==> config.mk <==
export PLATFORM = sky130hd
export DESIGN_NAME = instr_encoder
export DESIGN_NICKNAME = d
export VERILOG_FILES = /design/src/rtl/instr_encoder.sv
export SDC_FILE = /design/constraint.sdc
export NUM_CORES = 1
export LEC_CHECK = 0
export CAP_MARGIN = 5
export CORE_MARGIN = 4
export CORE_UTILIZATION = 42
export CTS_CLUSTER_SIZE = 20
export DETAILED_ROUTE_END_ITERATION = 16
export GPL_TIMING_DRIVEN = 0
export HOLD_SLACK_MARGIN = 0.15
export PLACE_DENSITY = 0.8
export SLEW_MARGIN = 20
export SYNTH_ARGS = -nofsm -noshare
export SYNTH_HDL_FRONTEND = slang
export SYNTH_SLANG_ARGS = --single-unit
==> constraint.sdc <==
create_clock -name clk -period 2.5 [get_ports clk]
set_clock_uncertainty 0.2 [all_clocks]
set_input_delay 0.5 -clock clk [delete_from_list [all_inputs] [get_ports clk]]
set_output_delay 0.5 -clock clk [all_outputs]
set_load 0.05 [all_outputs]
==> src/rtl/instr_encoder.sv <==
// Field-level instruction encoder: assembles MIPS words from kind/field requests and writes them sequentially into imem.
// Optional macro ENCODER_BRANCH_ABS_EN: BEQ/BNE in_imm is an absolute word address converted to a PC-relative offset.
module instr_encoder #(
    parameter int ADDR_W = 8,
    parameter int DEPTH  = 256
) (
    input  logic              clk,
    input  logic              rst_n,
    input  logic              start,
    input  logic              in_valid,
    output logic              in_ready,
    input  logic [2:0]        in_kind,
    input  logic [4:0]        in_rs,
    input  logic [4:0]        in_rt,
    input  logic [4:0]        in_rd,
    input  logic [5:0]        in_funct,
    input  logic [15:0]       in_imm,
    input  logic [25:0]       in_target,
    input  logic              in_last,
    output logic              imem_we,
    output logic [ADDR_W-1:0] imem_addr,
    output logic [31:0]       imem_wdata,
    output logic [ADDR_W:0]   count,
    output logic              done
);
    typedef enum logic [1:0] {IDLE, LOAD, DONE} state_t;

    localparam logic [ADDR_W:0] DEPTH_C = (ADDR_W + 1)'(DEPTH);

    state_t              state_q, state_d;
    logic [ADDR_W-1:0]   ptr_q;
    logic [ADDR_W:0]     count_q;
    logic                we_q;
    logic [ADDR_W-1:0]   addr_q;
    logic [31:0]         wdata_q;
    logic                last_q;
    logic                done_q;
    logic                accept;
    logic                final_acc;
    logic [15:0]         branch_imm;
    logic [31:0]         enc_d;

    function automatic logic [31:0] encode(
        input logic [2:0]  kind,
        input logic [4:0]  rs,
        input logic [4:0]  rt,
        input logic [4:0]  rd,
        input logic [5:0]  funct,
        input logic [15:0] imm,
        input logic [15:0] bimm,
        input logic [25:0] target
    );
        logic [31:0] w;
        case (kind)
            3'd0:    w = {6'b000000, rs, rt, rd, 5'b00000, funct};
            3'd1:    w = {6'b000010, target};
            3'd2:    w = {6'b000100, rs, rt, bimm};
            3'd3:    w = {6'b000101, rs, rt, bimm};
            3'd4:    w = {6'b001000, rs, rt, imm};
            3'd5:    w = {6'b001100, rs, rt, imm};
            3'd6:    w = {6'b100011, rs, rt, imm};
            default: w = {6'b101011, rs, rt, imm};
        endcase
        return w;
    endfunction

`ifdef ENCODER_BRANCH_ABS_EN
    // Offset is relative to the slot after the branch (MIPS PC+4 semantics, in words).
    assign branch_imm = in_imm - (16'(ptr_q) + 16'd1);
`else
    assign branch_imm = in_imm;
`endif

    assign enc_d     = encode(in_kind, in_rs, in_rt, in_rd, in_funct, in_imm, branch_imm, in_target);
    assign accept    = in_valid && in_ready && !start;
    assign final_acc = in_last || ((count_q + 1'b1) == DEPTH_C);

    always_ff @(posedge clk) begin
        if (!rst_n) state_q <= IDLE;
        else        state_q <= state_d;
    end

    always_comb begin
        state_d = state_q;
        if (start) begin
            state_d = LOAD;
        end else begin
            case (state_q)
                LOAD:    if (accept && final_acc) state_d = DONE;
                default: state_d = state_q;
            endcase
        end
    end

    always_comb begin
        in_ready = (state_q == LOAD) && (count_q < DEPTH_C);
    end

    always_ff @(posedge clk) begin
        if (!rst_n) begin
            ptr_q   <= '0;
            count_q <= '0;
            we_q    <= 1'b0;
            addr_q  <= '0;
            wdata_q <= '0;
            last_q  <= 1'b0;
            done_q  <= 1'b0;
        end else begin
            we_q <= accept;
            if (accept) begin
                addr_q  <= ptr_q;
                wdata_q <= enc_d;
                ptr_q   <= ptr_q + 1'b1;
                count_q <= count_q + 1'b1;
                last_q  <= final_acc;
            end
            if (start) begin
                ptr_q   <= '0;
                count_q <= '0;
                last_q  <= 1'b0;
                done_q  <= 1'b0;
            end else if (we_q && last_q) begin
                done_q <= 1'b1;
            end
        end
    end

    assign imem_we    = we_q;
    assign imem_addr  = addr_q;
    assign imem_wdata = wdata_q;
    assign count      = count_q;
    assign done       = done_q;
endmodule

Word level (Yosys, flattened, before mapping):

Index checks and enable logic that the tools add are counted.

* add/sub/neg operators: 2
* magnitude comparators: 1
* eq/ne operators: 8
* muxes and demuxes: 4
* bitwise operators: 1
* reductions and logical operators: 13

Operators by type and width (number)
* $pmux W32 S7: 1
* $add A9 B1 Y9 const B: 1
* $eq A3 B3 Y1 const B: 3
* $eq A9 B9 Y1 const B: 1
* $lt A9 B9 Y1 const B: 1
* $add A8 B1 Y8 const B: 1
* $eq A3 B2 Y1 const B: 2
* $logic_and A1 B1 Y1: 5
* $reduce_and A2 Y1: 2
* $reduce_bool A2 Y1: 2
* $eq A3 B1 Y1 const B: 1
* $logic_not A3 Y1: 1
* $mux W1: 3
* $eq A2 B1 Y1 const B: 1
* $reduce_or A2 Y1: 1
* $logic_not A1 Y1: 1
* $logic_or A1 B1 Y1: 1
* $not A1 Y1: 1

* register bits after elaboration: 62
* input bits: 71
* output and inout bits: 52
* logic and storage cells: 38

Depth between registers and ports, before layout:

* depth after elaboration: 8
* mapped depth: 7
* depth with buffers taken out: 5

Worst setup path before layout:

OpenSTA, ideal clock, no wires.

* path kind: reg-to-output
* start point: register count_q[8], in the netlist count[8]
* end point: output port in_ready
* arrival: 1.738 ns
* required time: 1.800 ns
* setup slack: 0.062 ns
* cell stages (with the launch flop): 2
* buffers on the path: 0
* cells stage by stage: dfxtp_1 nor3b_1

* longest elaborated chain between the ends: 2

RTL lines
* start: declaration: line 32 `logic [ADDR_W:0] count_q;`
* start signal: assignment: line 114 `count_q <= count_q + 1'b1;`
* $lt A9 B9 Y1: line 96 `in_ready = (state_q == LOAD) && (count_q < DEPTH_C);`
* $logic_and A1 B1 Y1: line 96
* end: declaration: line 11 `output logic in_ready,`

No other way between the ends.

Final worst setup path:

* start point: register count_q[0], in the netlist count[0]
* end point: output port count[0]

RTL lines
* end: declaration: line 23 `output logic [ADDR_W:0] count,`

No word-level cell between the ends.

==> metrics.md <==
| Metric | Value |
|---|---|
| Hold EP | imem_addr[6] |
| Post-CTS Setup Repair Bufs | 0 |
| Crit path buf inv count | 1 |
| Nets@finish | 522 |
| Max IR drop VDD | 0.3464 mV |
| Clock tree sinks | 61 |
| Placed Cells | 514 |
| Syn avg cell area | 9.075 um^2 |
| Largest stage delay, worst path | 860 ps |
| Post-route ant nets | 0 |
| Drt first-iter violations | 111 |
| CP Capture Type | output pin |
| Pin count of the biggest net entering global routing | 11 |
| Vias per cell | 5.200 |
| Number of port buffers | 121 |
| Slew @ Worst Pin | 547.5 ps |
| H-tree depth | 3 |
| Post-Syn Instances | 316 |
| Clk root buf | clkbuf_8 |
| Period utilization | 95.65% |
| Clk buf depth | 2 |
| TritonCTS Buffers | 9 |
| Final hold vios | 0 |
| Max-slew violations | 0 |
| Final Power | 2.292 mW |
| CTS clock-pin slew for the worst setup and hold paths | 60 ps |
| Die ar. | 8214 um^2 |
| Reg2Reg Depth | 5 |
| Layout Cells excl Fill | 530 |
| Fin crit period | 2391 ps |
| Hold Path Origin | imem_addr[6] |
| Flop and latch count out of synthesis | 61 |
| Chip Width | 90.63 um |
| Chip height | 90.63 um |
| Final core occ | 67.52% |
| Worst R2R Setup Slack | 530 ps |
| Nature of the critical path startpoint | flop |
| ANT cells | 0 |
| Cell variety after synth | 41 |
| RSZ-0062 raised after global routing | no |
| Final wirelength | 8012 um |
| Dominant cell type by area after synthesis | dfxtp_1 |
| Drt drc | 0 |
| CP Max Fanout | 8 |
| Design area | 4385 um^2 |
| Critical-path cell list | clkdlybuf4s50_1 |
| Routability congestion estimate from global placement | 0.8140 |
| Outcome | finished, final reports clean |
| Post-synthesis to final-layout area growth | 52.92% |
| Pleak | 1.748 nW |
| Sw Pwr | 0.5730 mW |
| Worst skew pair latency | 340 ps |
| Drt first pass iters | 4 |
| Placed Area | 4175 um^2 |
| Max frequency | 418.2 MHz |
| Crit path kind | flop to output pin |
| GRT Overall Usage | 19.84% |
| Max transition margin | 63.38% |
| Top cells by area, synth | dfxtp_1, nand2_1, mux2i_1 |
| Mapped Area | 2868 um^2 |
| Routed vias | 2756 |
| Data arrival, critical path | 1690 ps |
| Synth warnings | 0 |
| Antenna violations before repair | 0 |
| Post-synth top flop | dfxtp_1 |
| Grt ovf | 0 |
| CP top delay family | buffers and inverters |
| Core Region | 6495 um^2 |
| Setup TNS Final | 0 ps |
| Wire per inst | 15.12 um |
| Initial Util | 44.15% |
| Int Pwr | 1.719 mW |
| Combinational Power Share | 16.1% |
| R2r endpoint | imem_wdata[18] |
| Detailed Place HPWL | 6141 um |
| Slowest cell on crit path | clkdlybuf4s50_1 |
| Sw Share | 25.00% |
| Crit Reg-Reg Startpoint | count[8] |
| Pwr dens | 522.6 nW/um^2 |
| CTS Hold Bufs | 0 |
| Seq pwr share | 44.0% |
| Share of cells above drive strength 1 | 8.168% |
| Hold path depth | 2 |
| Synth top area share | 42.58% |
| Max-cap violations | 0 |
| Cell row count | 29 |
| Setup-failing EPs final | 0 |
| CP required | 1800 ps |
| First-pass GRT wire length | 13050 um |
| IO Pins | 123 |
| Clock power frac | 39.9% |
| Vias in the first global route | 2766 |
| Syn nets | 390 |
| Post-synth ARST share | 0% |
| CTS tree | done |
| Seq/Total Area, Yosys | 42.58% |
| Number of synthesized flops with an enable pin | 0 |
| HP Class | flop to flop |
## state kept, by name, summed over array words and instances, names as in the netlist
signal      cells
imem_addr       8
last_q          1
count           9
ptr_q           8
state_q         2
imem_wdata     31
imem_we         1
done            1
## power by group through the flow
stage / Sequential, mW / Combinational (mW) / Clock (mW)
4_1_cts: 1.01 / 0.372 / 0.931
6_report: 1.01 / 0.370 / 0.915
5_1_grt: 1.01 / 0.394 / 0.978
3_3_place_gp: 1.03 / 0.366 / 0
3_5_place_dp: 1.03 / 0.371 / 0
2_1_floorplan: 1.10 / 0.117 / 0
## how the worst max path moves through the flow
stage / start / end / slack (ps) / depth (start not counted)
4_1_cts: count[0] / count[0] / 80 / 1
5_1_grt: count[3] / count[3] / 40 / 1
6_report: count[0] / count[0] / 110 / 1
3_5_place_dp: in_kind[1] / imem_wdata[17] / -120 / 7
3_3_place_gp: in_kind[1] / imem_wdata[20] / -80 / 7
2_1_floorplan: count[8] / in_ready / 60 / 1
## area by class of cell
cell class / count / area, um^2
Fill cell: 534 / 2110
Clock buffer: 13 / 168.9
Tap cell: 77 / 96.34
Buffer: 22 / 112.6
Sequential cell: 61 / 1221
Clock inverter: 3 / 42.54
Multi-Input combinational cell: 233 / 1534
Timing Repair Buffer: 121 / 1210
## cells in the final DEF (no fill, tap or decap), types with 2 or more instances in the layout
cell type,n
a21oi_1,4
nor2_1,21
nand2_1,64
nand2b_1,5
xor2_1,9
and2_1,2
nand4_1,4
buf_4,6
and4_2,2
nand3_1,15
o211ai_1,13
o211a_1,17
xnor2_1,6
a21boi_0,20
clkbuf_8,12
buf_2,6
clkdlybuf4s50_1,120
clkbuf_1,11
dfxtp_1,61
mux2i_1,21
ha_1,3
nand3b_1,3
and3_1,3
nor2_2,2
## per-stage QoR
stage               hold slack (ps)  setup WS [ps]
floorplan                     252.8          62.01
global placement              237.9         -79.33
detailed placement            257.0         -120.4
CTS                           266.3          84.84
global route                  282.1          41.05
finish                        260.8          108.7
## repair_timing
action	4_1_cts	5_1_grt
hold endpoints to repair	0	0
endpoints found under the setup margin	1	0
resized for setup	1	0
## synth_stat cells (2+ instances only)
cell      count
nand2_1      64
and3_1        3
buf_2         6
nand3b_1      3
nand3_1      15
nand4_1       4
a21oi_1       4
ha_1          3
nand2b_1      5
buf_4         6
nor2_1       21
and2_1        2
xnor2_1       6
a21boi_0     20
o211a_1      17
dfxtp_1      61
nor2_2        2
xor2_1        9
o211ai_1     13
and4_2        2
clkbuf_1     10
mux2i_1      21
## logic make-up (layout without fill, tap and decap cells)
kind of cell / after synthesis / count (layout) / synth area share (%)
AND/OR/NAND/NOR: 129 / 129 / 21.68
flip-flops: 61 / 61 / 42.58
other: 1 / 1 / 0.1308
adder cells (fa/ha/maj): 3 / 3 / 1.309
XOR/XNOR: 15 / 15 / 4.581
AO/OA/AOI/OAI: 64 / 64 / 18.46
multiplexers: 21 / 21 / 7.330
buffers and inverters: 22 / 159 / 3.927
## routing by layer
metal | global-route usage (%) | part of all wire [%] | vias up | wire length, um
met3 | 5.917 | 5.2 | 20 | 419
met2 | 34.47 | 52 | 79 | 4129
met4 | 9.821 | 3.1 | 0 | 248
met1 | 21.88 | 40 | 1281 | 3214
li1 | - | - | 1376 | -
met5 | 0 | 0 | - | 0
Note: power is estimated with default switching activity, not from simulation.
